$ cat src/rtl/clock_pkg.sv
// rtl/clock_pkg.sv - shared seven-segment codes for the clock display path
package clock_pkg;

   // Active-high segment view {g,f,e,d,c,b,a}
   localparam logic [6:0] SEG_0     = 7'h3F;
   localparam logic [6:0] SEG_1     = 7'h06;
   localparam logic [6:0] SEG_2     = 7'h5B;
   localparam logic [6:0] SEG_3     = 7'h4F;
   localparam logic [6:0] SEG_4     = 7'h66;
   localparam logic [6:0] SEG_5     = 7'h6D;
   localparam logic [6:0] SEG_6     = 7'h7D;
   localparam logic [6:0] SEG_7     = 7'h07;
   localparam logic [6:0] SEG_8     = 7'h7F;
   localparam logic [6:0] SEG_9     = 7'h6F;
   localparam logic [6:0] SEG_DASH  = 7'h40;
   localparam logic [6:0] SEG_BLANK = 7'h00;

endpackage

$ cat src/rtl/bcd_to_seg7.sv
// rtl/bcd_to_seg7.sv - combinational BCD nibble to seven-segment decoder, non-BCD shows a dash
module bcd_to_seg7
   import clock_pkg::*;
(
   input  logic [3:0] bcd,
   output logic [6:0] seg
);

   always_comb begin
      seg = SEG_DASH;
      case (bcd)
         4'd0: seg = SEG_0;
         4'd1: seg = SEG_1;
         4'd2: seg = SEG_2;
         4'd3: seg = SEG_3;
         4'd4: seg = SEG_4;
         4'd5: seg = SEG_5;
         4'd6: seg = SEG_6;
         4'd7: seg = SEG_7;
         4'd8: seg = SEG_8;
         4'd9: seg = SEG_9;
         default: seg = SEG_DASH;
      endcase
   end

endmodule

$ cat src/rtl/bcd_scan_display.sv
// rtl/bcd_scan_display.sv - multiplexed seven-segment scanner with frame snapshot, blink and blanking
module bcd_scan_display
   import clock_pkg::*;
#(
   parameter int NDIG         = 6,
   parameter int DIV          = 1000,
   parameter int BLINK_FRAMES = 64,
   parameter int ACT_LOW      = 1,
   parameter int LZB          = 1
)
(
   input  logic                CP,
   input  logic                nCLR,
   input  logic                EN,
   input  logic [4*NDIG-1:0]   digits,
   input  logic [NDIG-1:0]     blink_mask,
   input  logic [NDIG-1:0]     dp_mask,
   output logic [6:0]          seg,
   output logic                dp,
   output logic [NDIG-1:0]     an,
   output logic                frame_done
);

   localparam int PW = $clog2(DIV);
   localparam int IW = (NDIG > 1) ? $clog2(NDIG) : 1;
   localparam int BW = $clog2(BLINK_FRAMES + 1);
   localparam logic [PW-1:0] PRESC_LAST = PW'(DIV - 1);
   localparam logic [IW-1:0] IDX_LAST   = IW'(NDIG - 1);
   localparam logic [BW-1:0] BCNT_LAST  = BW'(BLINK_FRAMES - 1);
   localparam logic          INV        = (ACT_LOW != 0);
   localparam logic          LZB_ON     = (LZB != 0);

   logic [PW-1:0]     presc;
   logic [IW-1:0]     idx;
   logic              started;
   logic [4*NDIG-1:0] digits_snap;
   logic [NDIG-1:0]   blink_snap;
   logic [NDIG-1:0]   dp_snap;
   logic              blink_on;
   logic [BW-1:0]     blink_cnt;
   logic [6:0]        seg_q;
   logic              dp_q;
   logic [NDIG-1:0]   an_q;

   logic              tick;
   logic              wrap;
   logic [IW-1:0]     next_idx;
   logic [4*NDIG-1:0] next_digits;
   logic [NDIG-1:0]   next_blink;
   logic [NDIG-1:0]   next_dp;
   logic              next_blink_on;
   logic [BW-1:0]     next_blink_cnt;
   logic [3:0]        nibble;
   logic [6:0]        dec_seg;
   logic              blank;
   logic [6:0]        seg_d;
   logic              dp_d;
   logic [NDIG-1:0]   an_d;

   // Outputs are decoded from the post-edge index and snapshot so they need no extra stage.
   always_comb begin
      tick           = EN && (presc == PRESC_LAST);
      wrap           = tick && (idx == IDX_LAST);
      frame_done     = wrap && started;
      next_idx       = (idx == IDX_LAST) ? '0 : idx + 1'b1;
      next_digits    = wrap ? digits     : digits_snap;
      next_blink     = wrap ? blink_mask : blink_snap;
      next_dp        = wrap ? dp_mask    : dp_snap;
      next_blink_on  = blink_on;
      next_blink_cnt = blink_cnt;
      if (frame_done) begin
         if (blink_cnt == BCNT_LAST) begin
            next_blink_on  = ~blink_on;
            next_blink_cnt = '0;
         end else begin
            next_blink_cnt = blink_cnt + 1'b1;
         end
      end
      nibble = next_digits[{next_idx, 2'b00} +: 4];
      blank  = (!next_blink_on && next_blink[next_idx]) ||
               (LZB_ON && (next_idx == IDX_LAST) && (nibble == 4'd0));
      seg_d  = blank ? SEG_BLANK : dec_seg;
      dp_d   = !blank && next_dp[next_idx];
      an_d   = '0;
      for (int i = 0; i < NDIG; i++) begin
         an_d[i] = (next_idx == IW'(i));
      end
   end

   bcd_to_seg7 u_dec (
      .bcd (nibble),
      .seg (dec_seg)
   );

   always_ff @(posedge CP or negedge nCLR) begin
      if (!nCLR) begin
         presc       <= '0;
         idx         <= IDX_LAST;
         started     <= 1'b0;
         digits_snap <= '0;
         blink_snap  <= '0;
         dp_snap     <= '0;
         blink_on    <= 1'b1;
         blink_cnt   <= '0;
         seg_q       <= '0;
         dp_q        <= 1'b0;
         an_q        <= '0;
      end else if (EN) begin
         presc <= tick ? '0 : presc + 1'b1;
         if (tick) begin
            idx         <= next_idx;
            started     <= 1'b1;
            digits_snap <= next_digits;
            blink_snap  <= next_blink;
            dp_snap     <= next_dp;
            blink_on    <= next_blink_on;
            blink_cnt   <= next_blink_cnt;
            seg_q       <= seg_d;
            dp_q        <= dp_d;
            an_q        <= an_d;
         end
      end
   end

   assign seg = seg_q ^ {7{INV}};
   assign dp  = dp_q ^ INV;
   assign an  = an_q ^ {NDIG{INV}};

endmodule

$ cat config.mk
export PLATFORM = sky130hd
export DESIGN_NAME = bcd_scan_display
export DESIGN_NICKNAME = d
export VERILOG_FILES = /design/src/rtl/clock_pkg.sv /design/src/rtl/bcd_to_seg7.sv /design/src/rtl/bcd_scan_display.sv
export SDC_FILE = /design/constraint.sdc
export NUM_CORES = 1
export LEC_CHECK = 0
export CAP_MARGIN = 20
export CORE_MARGIN = 2
export CORE_UTILIZATION = 49
export CTS_CLUSTER_DIAMETER = 40
export DETAILED_ROUTE_END_ITERATION = 10
export PLACE_DENSITY_LB_ADDON = 0.25
export SYNTH_ARGS = -nofsm -noshare
export SYNTH_HDL_FRONTEND = slang
export SYNTH_SLANG_ARGS = --single-unit
$ cat constraint.sdc
create_clock -name CP -period 2.5 [get_ports CP]
set_clock_uncertainty 0.2 [all_clocks]
set_input_delay 0.5 -clock CP [delete_from_list [all_inputs] [get_ports CP]]
set_output_delay 0.5 -clock CP [all_outputs]
set_load 0.02 [all_outputs]
==> qor.yml <==
grt:
  grt_overflow: 0
  track_usage: 0.231
  grt_pass1_vias: 3016
  grt_max_degree: 27
  grt_antenna_before_repair: 0
  grt_pass1_wl_um: 13900
die:
  die_w_um: 89.3
  pin_count: 54
  die_y_um: 89.3
  rows: 31
  core_um2: 7140
  initial_core_util: 0.499
  die-area_um2: 7970
sta:
  timing.final.crit_share: 1.09
  rsz0062_at_grt: "true"
  min_period_ns: 2.73
  slew_violations: 0
  worst_slew_pin_slew_ns: 0.586
  fmax_ghz: 0.367
  setup_slack_ns: -0.227
  setup_violations: 8
  hold_viol: 0
  timing.max_slew.rel_slack: 0.609
yosys:
  yosysWarnings: 0
  ys.flop_type: "dfrtp_1"
  synth_edf_count: 0
  async_flop_share: 1.00
  ys_seq_elements: 72
  synth-seq-area-share: 0.506
  synth_area_per_cell_um2: 9.02
  synth_area_leaders: "dfrtp_1 48%, nand2_1 14%, ha_1 2.8%"
  synthCells: 395
  yosysTopAreaCell: "dfrtp_1"
  synth_top_area_share: 0.484
  netlist_area_um2: 3560
  synth_nets: 442
  synth_most_common_cell: "nand2_1"
  synth_cell_type_count: 53
  ys_top_cells_by_count: "131 x nand2_1, 69 x dfrtp_1, 22 x inv_1"
power_and_ir_drop:
  finalPower_w: 0.00255
  power_density_nw_per_um2: 507
  ir_drop_uv: 340
  p_leak_nw: 2.39
critical_path:
  path_common_cell: "mux2i_1"
  r2r_start: "idx[2]"
  critical_path.slowest_cell: "dfstp_2"
  critPathBufInv: 1
  path_max_fanout: 7
  critPathCaptureType: "flop"
  cp_cell_sequence: "and3b_2 -> and4_4 -> nand2_2 -> nand2_1 -> mux2i_1 -> o21ai_1 -> mux2i_1 -> buf_4 -> ha_4 -> nor2b_4 -> nor3_2 -> o32ai_2"
  setup.worst_path.class: "flop to flop"
  path_delay_family: "simple AND/OR/NAND/NOR gates"
  cp_slowest_stage_delay_ns: 0.54
  critPathArrivalTime_ns: 2.78
  rr_endpoint: "seg_q[3]"
  worstPathRequired_ns: 2.55
  ff2ff_path_depth: 12
  startpoint_type: "flop"
  r2r_slack_ns: -0.23
outcome:
  outcome: "complete, but fails checks"
  violations: "setup timing"
cts:
  clk_path_buf_depth: 2
  clk_latency_ns: 0.35
  cts_tree: "done"
  clock-sinks: 72
  clkSlewWorstSetupHoldPaths_ns: 0.08
  cts_buffers: 9
  root_buffer: "clkbuf_8"
  h-tree-depth: 3
place:
  port_buffers: 53
  gp_congestion: 0.882
  dp_hpwl_um: 5780
detailed_routing:
  dr_wl_met2_um: 4340
  drc: 0
  routed.top_layer: "met4"
  drtPass1Iterations: 4
  vias: 3078
  drtIter0Drc: 113
  avgRoutedWirePerCell_um: 14.4
  met3_length_um: 319
  ant_nets: 0
  drt-vias-per-instance: 5.16
  totalWireLength_um: 8620
  wl_met1_um: 3720
finish:
  fill_cells: 581
  utilization: 0.704
  drive_above_1_share: 0.241
  nets: 540
  n_antenna_cell: 0
  regArea_um2: 1810
  areaGrowthSynthToFinish_pct: 40.9
  multi_input_area_um2: 1830
hold_path:
  min_from: "blink_snap[2]"
  hold-path-cell-count: 2
  worstHoldEndpoint: "blink_snap[2]"
  holdCritPathClass: "flop to flop"
job:
  drv_cap: 0
[report_power, final]
| part | switching (W) | leakage, nW | total [W] | internal [W] |
|---|---|---|---|---|
| registers | 0.0000345 | 0.922 | 0.00125 | 0.00121 |
| logic | 0.000147 | 1.37 | 0.000358 | 0.000211 |
| clock network | 0.000427 | 0.103 | 0.000940 | 0.000514 |
| total | 0.000609 | 2.39 | 0.00255 | 0.00194 |
[worst max-delay path by stage]
stage                        start  endpoint  slack [ns]  cells after the start
final                       idx[2]  seg_q[3]       -0.23                     12
after global placement          EN  seg_q[3]       -0.56                     14
after global routing      presc[1]  seg_q[6]       -0.35                     13
after floorplan           presc[0]  seg_q[3]       -0.18                     12
after detailed placement        EN  seg_q[0]       -0.69                     14
after CTS                 presc[0]  seg_q[3]       -0.12                     13
[layout by cell type (no fill, tap or decap), types with 3 or more instances in the layout]
cell and instances:
dfrtp_1 69, xnor2_1 6, ha_4 4, nand4_1 6, xor2_1 5, buf_6 6
nand2_1 125, a31oi_1 3, mux2i_1 9, dfstp_2 3, nand3_1 7, o21ai_0 12
clkbuf_8 11, nand3b_1 3, a21oi_1 6, nand2_2 4, o32ai_2 6, nor2_1 15
nand2b_1 4, nor2b_1 3, buf_4 46, inv_1 19, and3_1 4, nor3_2 4
o31ai_1 3, clkdlybuf4s50_1 50
[cell families (layout without fill, tap and decap cells)]
logic type	Yosys count	count (layout)	share of synthesized area
simple gates	196	196	0.247
fa+ha+maj	8	8	0.0281
xor+xnor	11	11	0.0270
compound gates	54	54	0.110
flops	72	72	0.506
buf+inv	43	146	0.0495
mux	11	11	0.0316
[sequential cells by signal (all words and copies together) (netlist names)]
signal	flops
an_q	6
blink_cnt	7
blink_on	1
blink_snap	6
digits_snap	24
dp_q	1
dp_snap	6
idx	3
presc	10
seg_q	7
started	1
[routing by layer]
| layer | GRT usage | vias to the layer above |
|---|---|---|
| met5 | 0 | - |
| met2 | 0.381 | 79 |
| li1 | - | 1515 |
| met3 | 0.0406 | 21 |
| met1 | 0.293 | 1463 |
| met4 | 0.113 | 0 |
[area by class of cell]
class                      instances  share of cell area
multi-input combinational        280               0.363
timing repair buffer             108               0.196
clock buffer                      13              0.0316
sequential                        72               0.359
inverter                          22              0.0174
tap                               99              0.0247
clock inverter                     3             0.00797
[per-stage QoR]
stage	instance area (um^2)	cells	TNS (ns)	hold WS (ns)	setup slack, ns
finish	5020	597	-1.20	0.261	-0.227
global route	5020	597	-2.12	0.292	-0.354
CTS	4900	593	-0.606	0.264	-0.122
detailed placement	4530	573	-5.54	0.247	-0.687
global placement	4530	573	-4.54	0.245	-0.558
floorplan	3600	395	-0.984	0.00441	-0.179
[worst reg2reg max path, stage by stage, from the launching register on]
cell     delay (ns)
dfstp_2        0.54
and3b_2        0.20
and4_4         0.29
nand2_2        0.06
nand2_1        0.08
mux2i_1        0.08
o21ai_1        0.17
mux2i_1        0.10
buf_4          0.17
ha_4           0.26
nor2b_4        0.16
nor3_2         0.06
o32ai_2        0.27
[repair_timing]
item                       in CTS  in global routing
hold endpoints to repair       21                  0
pin swaps                      10                 19
hold buffers                    1                  0
resized for setup              34                 23
setup endpoints to repair       9                  8
setup buffers                   3                  4
No activity file was read; power rests on OpenSTA's default activity.
